--- src/rtl/xosera_pkg.sv ---
// -----------------------------------------------------------------------------
// xosera_pkg
// Shared types and constants for the VRAM arbiter.
//   vram_addr_t   : 16-bit VRAM word address (64K words)
//   vram_word_t   : 16-bit VRAM data word
//   vram_rd_tag_t : owner of the read data returning next cycle
//   BLIT_STARVE_DEFAULT : default blitter starvation limit (cycles)
// -----------------------------------------------------------------------------
package xosera_pkg;

    typedef logic [15:0] vram_addr_t;
    typedef logic [15:0] vram_word_t;

    typedef enum logic [1:0] {
        NONE = 2'd0,
        VGEN = 2'd1,
        REGS = 2'd2,
        BLIT = 2'd3
    } vram_rd_tag_t;

    localparam int unsigned BLIT_STARVE_DEFAULT = 8;

endpackage

--- src/rtl/vram_arb.sv ---
// -----------------------------------------------------------------------------
// vram_arb
// Single-port VRAM arbiter shared by the video generator, the host register
// interface and the optional blitter. Grant and VRAM port mux are combinational
// from the requests and registered state; read data returns one cycle after
// the grant with a per-requester valid strobe.
//
// Optional feature macro: VRAM_ARB_BLIT_EN
//   defined   : blitter port active, fixed priority with starvation counter
//   undefined : blitter inputs ignored, blit_ack/blit_rd_valid tied low
//
// Ports:
//   clk, reset                 : clock, synchronous active-high reset
//   vgen_sel/vgen_addr         : video read request (always granted)
//   vgen_rd_valid              : rd_data holds video data
//   regs_req/wr/addr/data      : register-interface request
//   regs_ack, regs_rd_valid    : accept strobe, read-data strobe
//   blit_req/wr/addr/data      : blitter request (same semantics as regs)
//   blit_ack, blit_rd_valid    : accept strobe, read-data strobe
//   rd_data                    : pass-through of vram_data_out
//   vram_sel/wr_en/addr/data_in: VRAM port
//   vram_data_out              : VRAM read data (one cycle after access)
// -----------------------------------------------------------------------------
module vram_arb
    import xosera_pkg::*;
#(
    parameter int unsigned BLIT_STARVE = BLIT_STARVE_DEFAULT
) (
    input  logic        clk,
    input  logic        reset,

    input  logic        vgen_sel,
    input  vram_addr_t  vgen_addr,
    output logic        vgen_rd_valid,

    input  logic        regs_req,
    input  logic        regs_wr,
    input  vram_addr_t  regs_addr,
    input  vram_word_t  regs_data,
    output logic        regs_ack,
    output logic        regs_rd_valid,

    input  logic        blit_req,
    input  logic        blit_wr,
    input  vram_addr_t  blit_addr,
    input  vram_word_t  blit_data,
    output logic        blit_ack,
    output logic        blit_rd_valid,

    output vram_word_t  rd_data,

    output logic        vram_sel,
    output logic        vram_wr_en,
    output vram_addr_t  vram_addr,
    output vram_word_t  vram_data_in,
    input  vram_word_t  vram_data_out
);

    // Grant source for this cycle; reuses the tag encoding (NONE = idle)
    vram_rd_tag_t grant_s;
    vram_rd_tag_t rd_tag_d;
    vram_rd_tag_t rd_tag_q;

`ifdef VRAM_ARB_BLIT_EN
    localparam logic [3:0] STARVE_MAX = 4'(BLIT_STARVE);

    logic [3:0] starve_cnt_d;
    logic [3:0] starve_cnt_q;
    logic       blit_starved_s;

    assign blit_starved_s = (starve_cnt_q == STARVE_MAX);
`else
    // Blitter inputs are intentionally ignored in this build
    logic unused_blit_s;
    assign unused_blit_s = ^{blit_req, blit_wr, blit_addr, blit_data, 4'(BLIT_STARVE)};
`endif

    // Fixed-priority grant decision; reset blocks every grant
    always_comb begin
        grant_s = NONE;
        if (reset) begin
            grant_s = NONE;
        end else if (vgen_sel) begin
            grant_s = VGEN;
`ifdef VRAM_ARB_BLIT_EN
        end else if (blit_req && blit_starved_s) begin
            grant_s = BLIT;
        end else if (regs_req) begin
            grant_s = REGS;
        end else if (blit_req) begin
            grant_s = BLIT;
`else
        end else if (regs_req) begin
            grant_s = REGS;
`endif
        end else begin
            grant_s = NONE;
        end
    end

    // VRAM port mux, acks and next read tag; idle address/data follow regs to limit toggling
    always_comb begin
        vram_sel     = 1'b0;
        vram_wr_en   = 1'b0;
        vram_addr    = regs_addr;
        vram_data_in = regs_data;
        regs_ack     = 1'b0;
        blit_ack     = 1'b0;
        rd_tag_d     = NONE;
        case (grant_s)
            VGEN: begin
                vram_sel  = 1'b1;
                vram_addr = vgen_addr;
                rd_tag_d  = VGEN;
            end
            REGS: begin
                vram_sel     = 1'b1;
                vram_wr_en   = regs_wr;
                vram_addr    = regs_addr;
                vram_data_in = regs_data;
                regs_ack     = 1'b1;
                if (regs_wr) begin
                    rd_tag_d = NONE;
                end else begin
                    rd_tag_d = REGS;
                end
            end
`ifdef VRAM_ARB_BLIT_EN
            BLIT: begin
                vram_sel     = 1'b1;
                vram_wr_en   = blit_wr;
                vram_addr    = blit_addr;
                vram_data_in = blit_data;
                blit_ack     = 1'b1;
                if (blit_wr) begin
                    rd_tag_d = NONE;
                end else begin
                    rd_tag_d = BLIT;
                end
            end
`endif
            default: begin
                rd_tag_d = NONE;
            end
        endcase
    end

    // Read tag register: remembers who owns the data arriving next cycle
    always_ff @(posedge clk) begin
        if (reset) begin
            rd_tag_q <= NONE;
        end else begin
            rd_tag_q <= rd_tag_d;
        end
    end

`ifdef VRAM_ARB_BLIT_EN
    // Starvation counter next value: count denied cycles, saturate at the limit
    always_comb begin
        starve_cnt_d = 4'd0;
        if (blit_req && !blit_ack) begin
            if (blit_starved_s) begin
                starve_cnt_d = starve_cnt_q;
            end else begin
                starve_cnt_d = starve_cnt_q + 4'd1;
            end
        end else begin
            starve_cnt_d = 4'd0;
        end
    end

    // Starvation counter register
    always_ff @(posedge clk) begin
        if (reset) begin
            starve_cnt_q <= 4'd0;
        end else begin
            starve_cnt_q <= starve_cnt_d;
        end
    end
`endif

    // Read-valid strobes decoded from the tag; reset suppresses a pending strobe
    always_comb begin
        vgen_rd_valid = 1'b0;
        regs_rd_valid = 1'b0;
        blit_rd_valid = 1'b0;
        if (!reset) begin
            case (rd_tag_q)
                VGEN:    vgen_rd_valid = 1'b1;
                REGS:    regs_rd_valid = 1'b1;
`ifdef VRAM_ARB_BLIT_EN
                BLIT:    blit_rd_valid = 1'b1;
`endif
                default: vgen_rd_valid = 1'b0;
            endcase
        end else begin
            vgen_rd_valid = 1'b0;
        end
    end

    assign rd_data = vram_data_out;

endmodule
--- config.mk ---
export PLATFORM = sky130hd
export DESIGN_NAME = vram_arb
export DESIGN_NICKNAME = d
export VERILOG_FILES = /design/src/rtl/xosera_pkg.sv /design/src/rtl/vram_arb.sv
export SDC_FILE = /design/constraint.sdc
export NUM_CORES = 1
export LEC_CHECK = 0
export BUFFER_PORTS_ARGS = -buffer_cell sky130_fd_sc_hd__buf_2
export CORE_ASPECT_RATIO = 0.8
export CORE_MARGIN = 2
export CORE_UTILIZATION = 19
export CTS_CLUSTER_DIAMETER = 200
export CTS_CLUSTER_SIZE = 28
export DETAILED_ROUTE_END_ITERATION = 8
export PLACE_DENSITY = 0.86
export RECOVER_POWER = 25
export SKIP_CTS_REPAIR_TIMING = 1
export SYNTH_ARGS = -nofsm -noshare
export SYNTH_HDL_FRONTEND = slang
export SYNTH_SLANG_ARGS = --single-unit
--- constraint.sdc ---
create_clock -name clk -period 1 [get_ports clk]
set_input_delay 0.15 -clock clk [delete_from_list [all_inputs] [get_ports clk]]
set_output_delay 0.15 -clock clk [all_outputs]
set_load 0.005 [all_outputs]
==> Word-level counts from Yosys, hierarchy flattened <==
Cells that the tools add are included.
{ "word_totals": {"regBits": 2, "output_inout_bits": 55, "word_cells": 19, "in_bits": 103} }
{ "classes": {"n_reduce_logical": 1, "mux": 13, "eq_ne": 4} }
{ "ops": {"columns": ["cell", "count"], "rows": [
  ["16-bit two-way mux", 1],
  ["2-bit two-way mux", 4],
  ["1-bit two-way mux", 7],
  ["2-bit by 1-bit == test with 1-bit output (second input constant)", 2],
  ["2-bit == test (second input constant)", 2],
  ["2-bit case mux with 2 select lines", 1],
  ["2-bit OR reduction", 1]
]} }

==> Logic depth before layout (Yosys ltp) <==
Gate-level depths: netlist of the first run.
{ "logic_depth": {"word_depth": 6, "mapped_depth": 4, "ltp_nobuf": 2} }

==> Least setup slack after synthesis of the first run <==
Ideal clock, no wire load.
{ "synth_timing": {"kind": "in2out", "from": "input port vgen_sel", "to": "output port vram_addr[10]", "path_buffers": 2, "stages": 4, "required_time_ns": 0.850, "path_slack_ns": -0.015, "t_arrival_ns": 0.865, "cell_sequence": "nor2b_1 > buf_6 > buf_12 > mux2_4"} }
{ "synth_between": {"elab_chain_cells": 4} }
{ "synth_lines": {"columns": ["element", "line", "rtl"], "rows": [
  ["start: declaration", "vram_arb.sv:32", "input logic vgen_sel,"],
  ["2-bit two-way mux", "vram_arb.sv:83", "end else if (vgen_sel) begin"],
  ["2-bit two-way mux", "vram_arb.sv:81", "if (reset) begin"],
  ["2-bit by 1-bit == test with 1-bit output", "vram_arb.sv:110", "case (grant_s)"],
  ["16-bit two-way mux", "vram_arb.sv:110", null],
  ["end: declaration", "vram_arb.sv:54", "output vram_addr_t vram_addr,"]
]} }
Every way passes these cells.

==> Final worst setup path of the first run <==
{ "layout_timing": {"from": "input port reset", "to": "output port vram_addr[6]"} }
{ "layout_between": {"elab_chain_cells": 3} }
{ "layout_lines": {"columns": ["element", "line", "rtl"], "rows": [
  ["start: declaration", "vram_arb.sv:30", "input logic reset,"],
  ["2-bit two-way mux", "vram_arb.sv:81", null],
  ["2-bit by 1-bit == test with 1-bit output", "vram_arb.sv:110", null],
  ["16-bit two-way mux", "vram_arb.sv:110", null]
]} }
Every way passes these cells.

==> flow_summary.toml, run 1 <==
[cts]
root_buffer = "clkbuf_8"
clockBufferDepth = 2
cts_tree = "done"
path_clk_slew_ps = 30
cts_max_level = 1
cts_inserted_buffers = 3
clock-sinks = 2

[logic_synthesis]
synth_top_area_share = 0.430
syn_area_um2 = 593
async_reset_ff_frac = 0
post-synth-top-count-cell = "buf_4"
syn-instance-count = 63
yosysTopAreaCell = "buf_4"
synth.ff_latch_count = 2
syn_avg_cell_area_um2 = 9.41
yosysSeqAreaShare = 0.0675
synthTopCellsByArea = "buf_4 (43%), mux2_4 (23%), mux2_2 (13%)"
synth_edf_count = 0
ys_types = 11
synth_warnings = 0
synthTopCellsByCount = "buf_4 (34), mux2_4 (9), mux2_2 (7), nor3b_1 (3)"
ys.flop_type = "dfxtp_1"

[worst_setup_path]
cpMostUsedCell = "buf_6"
critPathRequiredTime_ps = 850
path_delay_family = "buffers and inverters"
start_kind = "primary input"
crit_type = "in -> out"
worstPathCellList = "buf_6, nor2b_4, clkbuf_16, mux2_4, buf_6"
end_kind = "output pin"
worstPathArrival_ps = 1050
critPathBufInv = 3
worstPathMaxFanout = 6
slowest_delay_ps = 300
critPathSlowestCell = "mux2_4"

[sta]
hold_viol_final = 0
setup_slack_ps = -204
slew_viol_final = 0
post-route-period-util = 1.20
setup_viol = 16
fin_crit_ps = 1200
rsz0062_at_grt = "true"
tns_ps = -3070
max_freq_mhz = 830
holdWs_ps = 102

[finish]
top_register = "rd_tag_q"
drive_gt1_frac = 0.936
layout.nets = 199
largestRegisters = "rd_tag_q x2"
diodes = 0
fin_cells = 134
stdcell_area_um2 = 886
fin_util = 0.291
largest_reg_flops = 2
syn_to_final_growth_pct = 49.4

[routing]
remaining_drc_errors = 0
wirelength_um = 1530
drtPass1Iterations = 2
routedWlPerCell_um = 11.4
initialDrtViolationCount = 2
ant_nets = 0
dr_total_vias = 518
viasPerCell = 3.87

[place]
portBuffers = 57
dp_cells = 129
globalplace.congestion = 0.726
hpwlAfterDp_um = 1160
place_area_um2 = 691

[floorplanning]
start_util = 0.195
die-area_um2 = 3590
io_pins = 158
rows = 18
die_w_um = 66.5
die_h_um = 54.0
core_um2 = 3040

[min_path]
hold_path.class = "in -> reg"

[global_routing]
overflow = 0
grt_pass1_wl_um = 1680
grt_usage = 0.0627
grt_max_degree = 13
grt_pass1_vias = 405
antenna_found_initial = 0

[outcome]
violations = "negative setup slack"
status = "finished, violations left"

[pwr]
p_leak_uw = 0.000474
ir_drop_mv = 0.296
power.density_nw_per_um2 = 825

[job]
drv_cap = 0
-- cell usage in the layout (no fill, tap or decap), types with 2 or more instances in the layout --
| master | count |
|---|---|
| buf_2 | 44 |
| buf_4 | 3 |
| buf_6 | 14 |
| clkbuf_8 | 3 |
| conb_1 | 2 |
| dfxtp_2 | 2 |
| mux2_2 | 5 |
| mux2_4 | 11 |
| nor2_1 | 2 |
| nor3b_2 | 2 |
-- metal layers --
layer | part of all wire | wire, um | vias up | global-route usage
li1 | - | - | 232 | -
met5 | 0 | 0 | - | 0
met2 | 0.51 | 776 | 51 | 0.117
met4 | 0.020 | 31 | 0 | 0.0476
met3 | 0.15 | 237 | 6 | 0.0314
met1 | 0.32 | 486 | 229 | 0.0516
-- logic make-up (layout without fill, tap and decap cells) --
group | count (synthesis) | count (layout) | synth area share
buffers and inverters | 36 | 66 | 0.483
DFF | 2 | 2 | 0.0675
muxes | 16 | 16 | 0.361
other | 1 | 2 | 0.00632
and+or+nand+nor | 8 | 8 | 0.0823
-- per-stage QoR --
| stage | total power [uW] | worst slack, ps |
|---|---|---|
| 6_report | 731 | -204 |
| 5_1_grt | 783 | -240 |
| 4_1_cts | 662 | -259 |
| 3_5_place_dp | 342 | -253 |
| 3_3_place_gp | 338 | -226 |
| 2_1_floorplan | 315 | 4.57 |
-- report_power, final --
part	leakage (uW)	internal [uW]	switching, uW
Sequential	0.0000172	84.4	1.90
Clock	0.0000216	254	55.7
Combinational	0.000435	233	102
-- path summary, 6_finish.rpt --
check | from | endpoint | slack, ps | cells past startpoint
worst max-delay path | reset | vram_addr[6] | -200 | 5
worst min-delay path | regs_wr | rd_tag_q[1]$_SDFF_PP0_ | 100 | 2
-- layout make-up --
| class | instances | area, um^2 |
|---|---|---|
| timing repair buffer | 63 | 445 |
| tap | 40 | 50.0 |
| multi-input combinational | 26 | 307 |
| sequential | 2 | 42.5 |
| fill | 329 | 2150 |
| clock buffer | 3 | 41.3 |
Power figures use the tool's default switching activity.
==> run 2, diff against run 1 <==
--- a/config.mk
+++ b/config.mk
@@ -14,6 +14,7 @@
 export DETAILED_ROUTE_END_ITERATION = 8
 export PLACE_DENSITY = 0.86
 export RECOVER_POWER = 25
+export REMOVE_ABC_BUFFERS = 1
 export SKIP_CTS_REPAIR_TIMING = 1
 export SYNTH_ARGS = -nofsm -noshare
 export SYNTH_HDL_FRONTEND = slang
==> flow_summary.toml, run 2 (synthesis gave the netlist of run 1 again) <==
[outcome]
status = "finished, violations left"
violations = "negative setup slack"

[cts]
cts_max_level = 1
cts_tree = "done"
clockBufferDepth = 2
clock-sinks = 2
root_buffer = "clkbuf_8"
path_clk_slew_ps = 30
cts_inserted_buffers = 3

[sta]
holdWs_ps = 107
setup_slack_ps = -177
rsz0062_at_grt = "true"
hold_viol_final = 0
post-route-period-util = 1.18
slew_viol_final = 0
tns_ps = -2560
fin_crit_ps = 1180
max_freq_mhz = 850
setup_viol = 16

[worst_setup_path]
worstPathArrival_ps = 1030
critPathBufInv = 3
slowest_delay_ps = 310
critPathSlowestCell = "mux2_4"
start_kind = "primary input"
critPathRequiredTime_ps = 850
worstPathCellList = "buf_8, nor2b_4, clkbuf_16, mux2_4, buf_6"
worstPathMaxFanout = 8
end_kind = "output pin"
crit_type = "in -> out"
path_delay_family = "buffers and inverters"

[routing]
remaining_drc_errors = 0
initialDrtViolationCount = 11
viasPerCell = 4.07
drtPass1Iterations = 3
met1_length_um = 555
wl_met3_um = 585
dr_total_vias = 541
ant_nets = 0
dr_wl_met2_um = 1870
routedWlPerCell_um = 23.3
highest-signal-layer = "met4"
wirelength_um = 3100

[min_path]
hold_path.class = "in -> reg"

[job]
drv_cap = 0

[finish]
fin_cells = 133
largestRegisters = "rd_tag_q x2"
diodes = 0
syn_to_final_growth_pct = 46.6
final_cell_mix = "buf_2 (46), mux2_4 (11), buf_6 (11)"
stdcell_area_um2 = 870
largest_reg_flops = 2
layout.nets = 198
fill_cells = 330
multi_input_area_um2 = 307
final_common_cell = "buf_2"
top_register = "rd_tag_q"
seq_area_um2 = 42.5
drive_gt1_frac = 0.935

[floorplanning]
die_w_um = 66.5
core_um2 = 3040
start_util = 0.195
die_h_um = 54.0
rows = 18
io_pins = 158
die-area_um2 = 3590

[place]
place_area_um2 = 683
dp_cells = 128
globalplace.congestion = 0.734
portBuffers = 57
pre_cts_ws_ps = -229
hpwlAfterDp_um = 2920

[global_routing]
grt_usage = 0.155
overflow = 0
antenna_found_initial = 0
grt_max_degree = 18
grt_pass1_vias = 498
grt_pass1_wl_um = 3460

[pwr]
p_leak_uw = 0.000466
ir_drop_mv = 0.290
power.density_nw_per_um2 = 843
run 2: where the power goes:
part | leakage, uW | internal [uW] | switching [uW] | total [uW]
registers | 0.0000172 | 84.5 | 2.00 | 86.5
logic | 0.000428 | 226 | 107 | 333
clock network | 0.0000216 | 254 | 59.8 | 314
total | 0.000466 | 564 | 169 | 733
run 2: area by class of cell:
class	count	area share
Multi-Input combinational cell	26	0.353
Clock buffer	3	0.0475
Sequential cell	2	0.0489
Tap cell	40	0.0576
Timing Repair Buffer	62	0.494
run 2: routing by layer:
layer,up-vias,GRT usage
li1,231,-
met1,215,0.0773
met2,88,0.342
met3,7,0.0983
met4,0,0.102
met5,-,0.0469
run 2: per-stage QoR:
step                      power, uW   util
after floorplan                 193      -
after global placement          344  0.225
after detailed placement        349  0.225
after CTS                       671  0.238
after global routing            782  0.286
final                           733  0.286
run 2: path summary, 6_finish.rpt:
check    start                      to  slack, ps  depth (start not counted)
min    regs_wr  rd_tag_q[1]$_SDFF_PP0_        110                          2
max      reset            vram_addr[8]       -180                          5
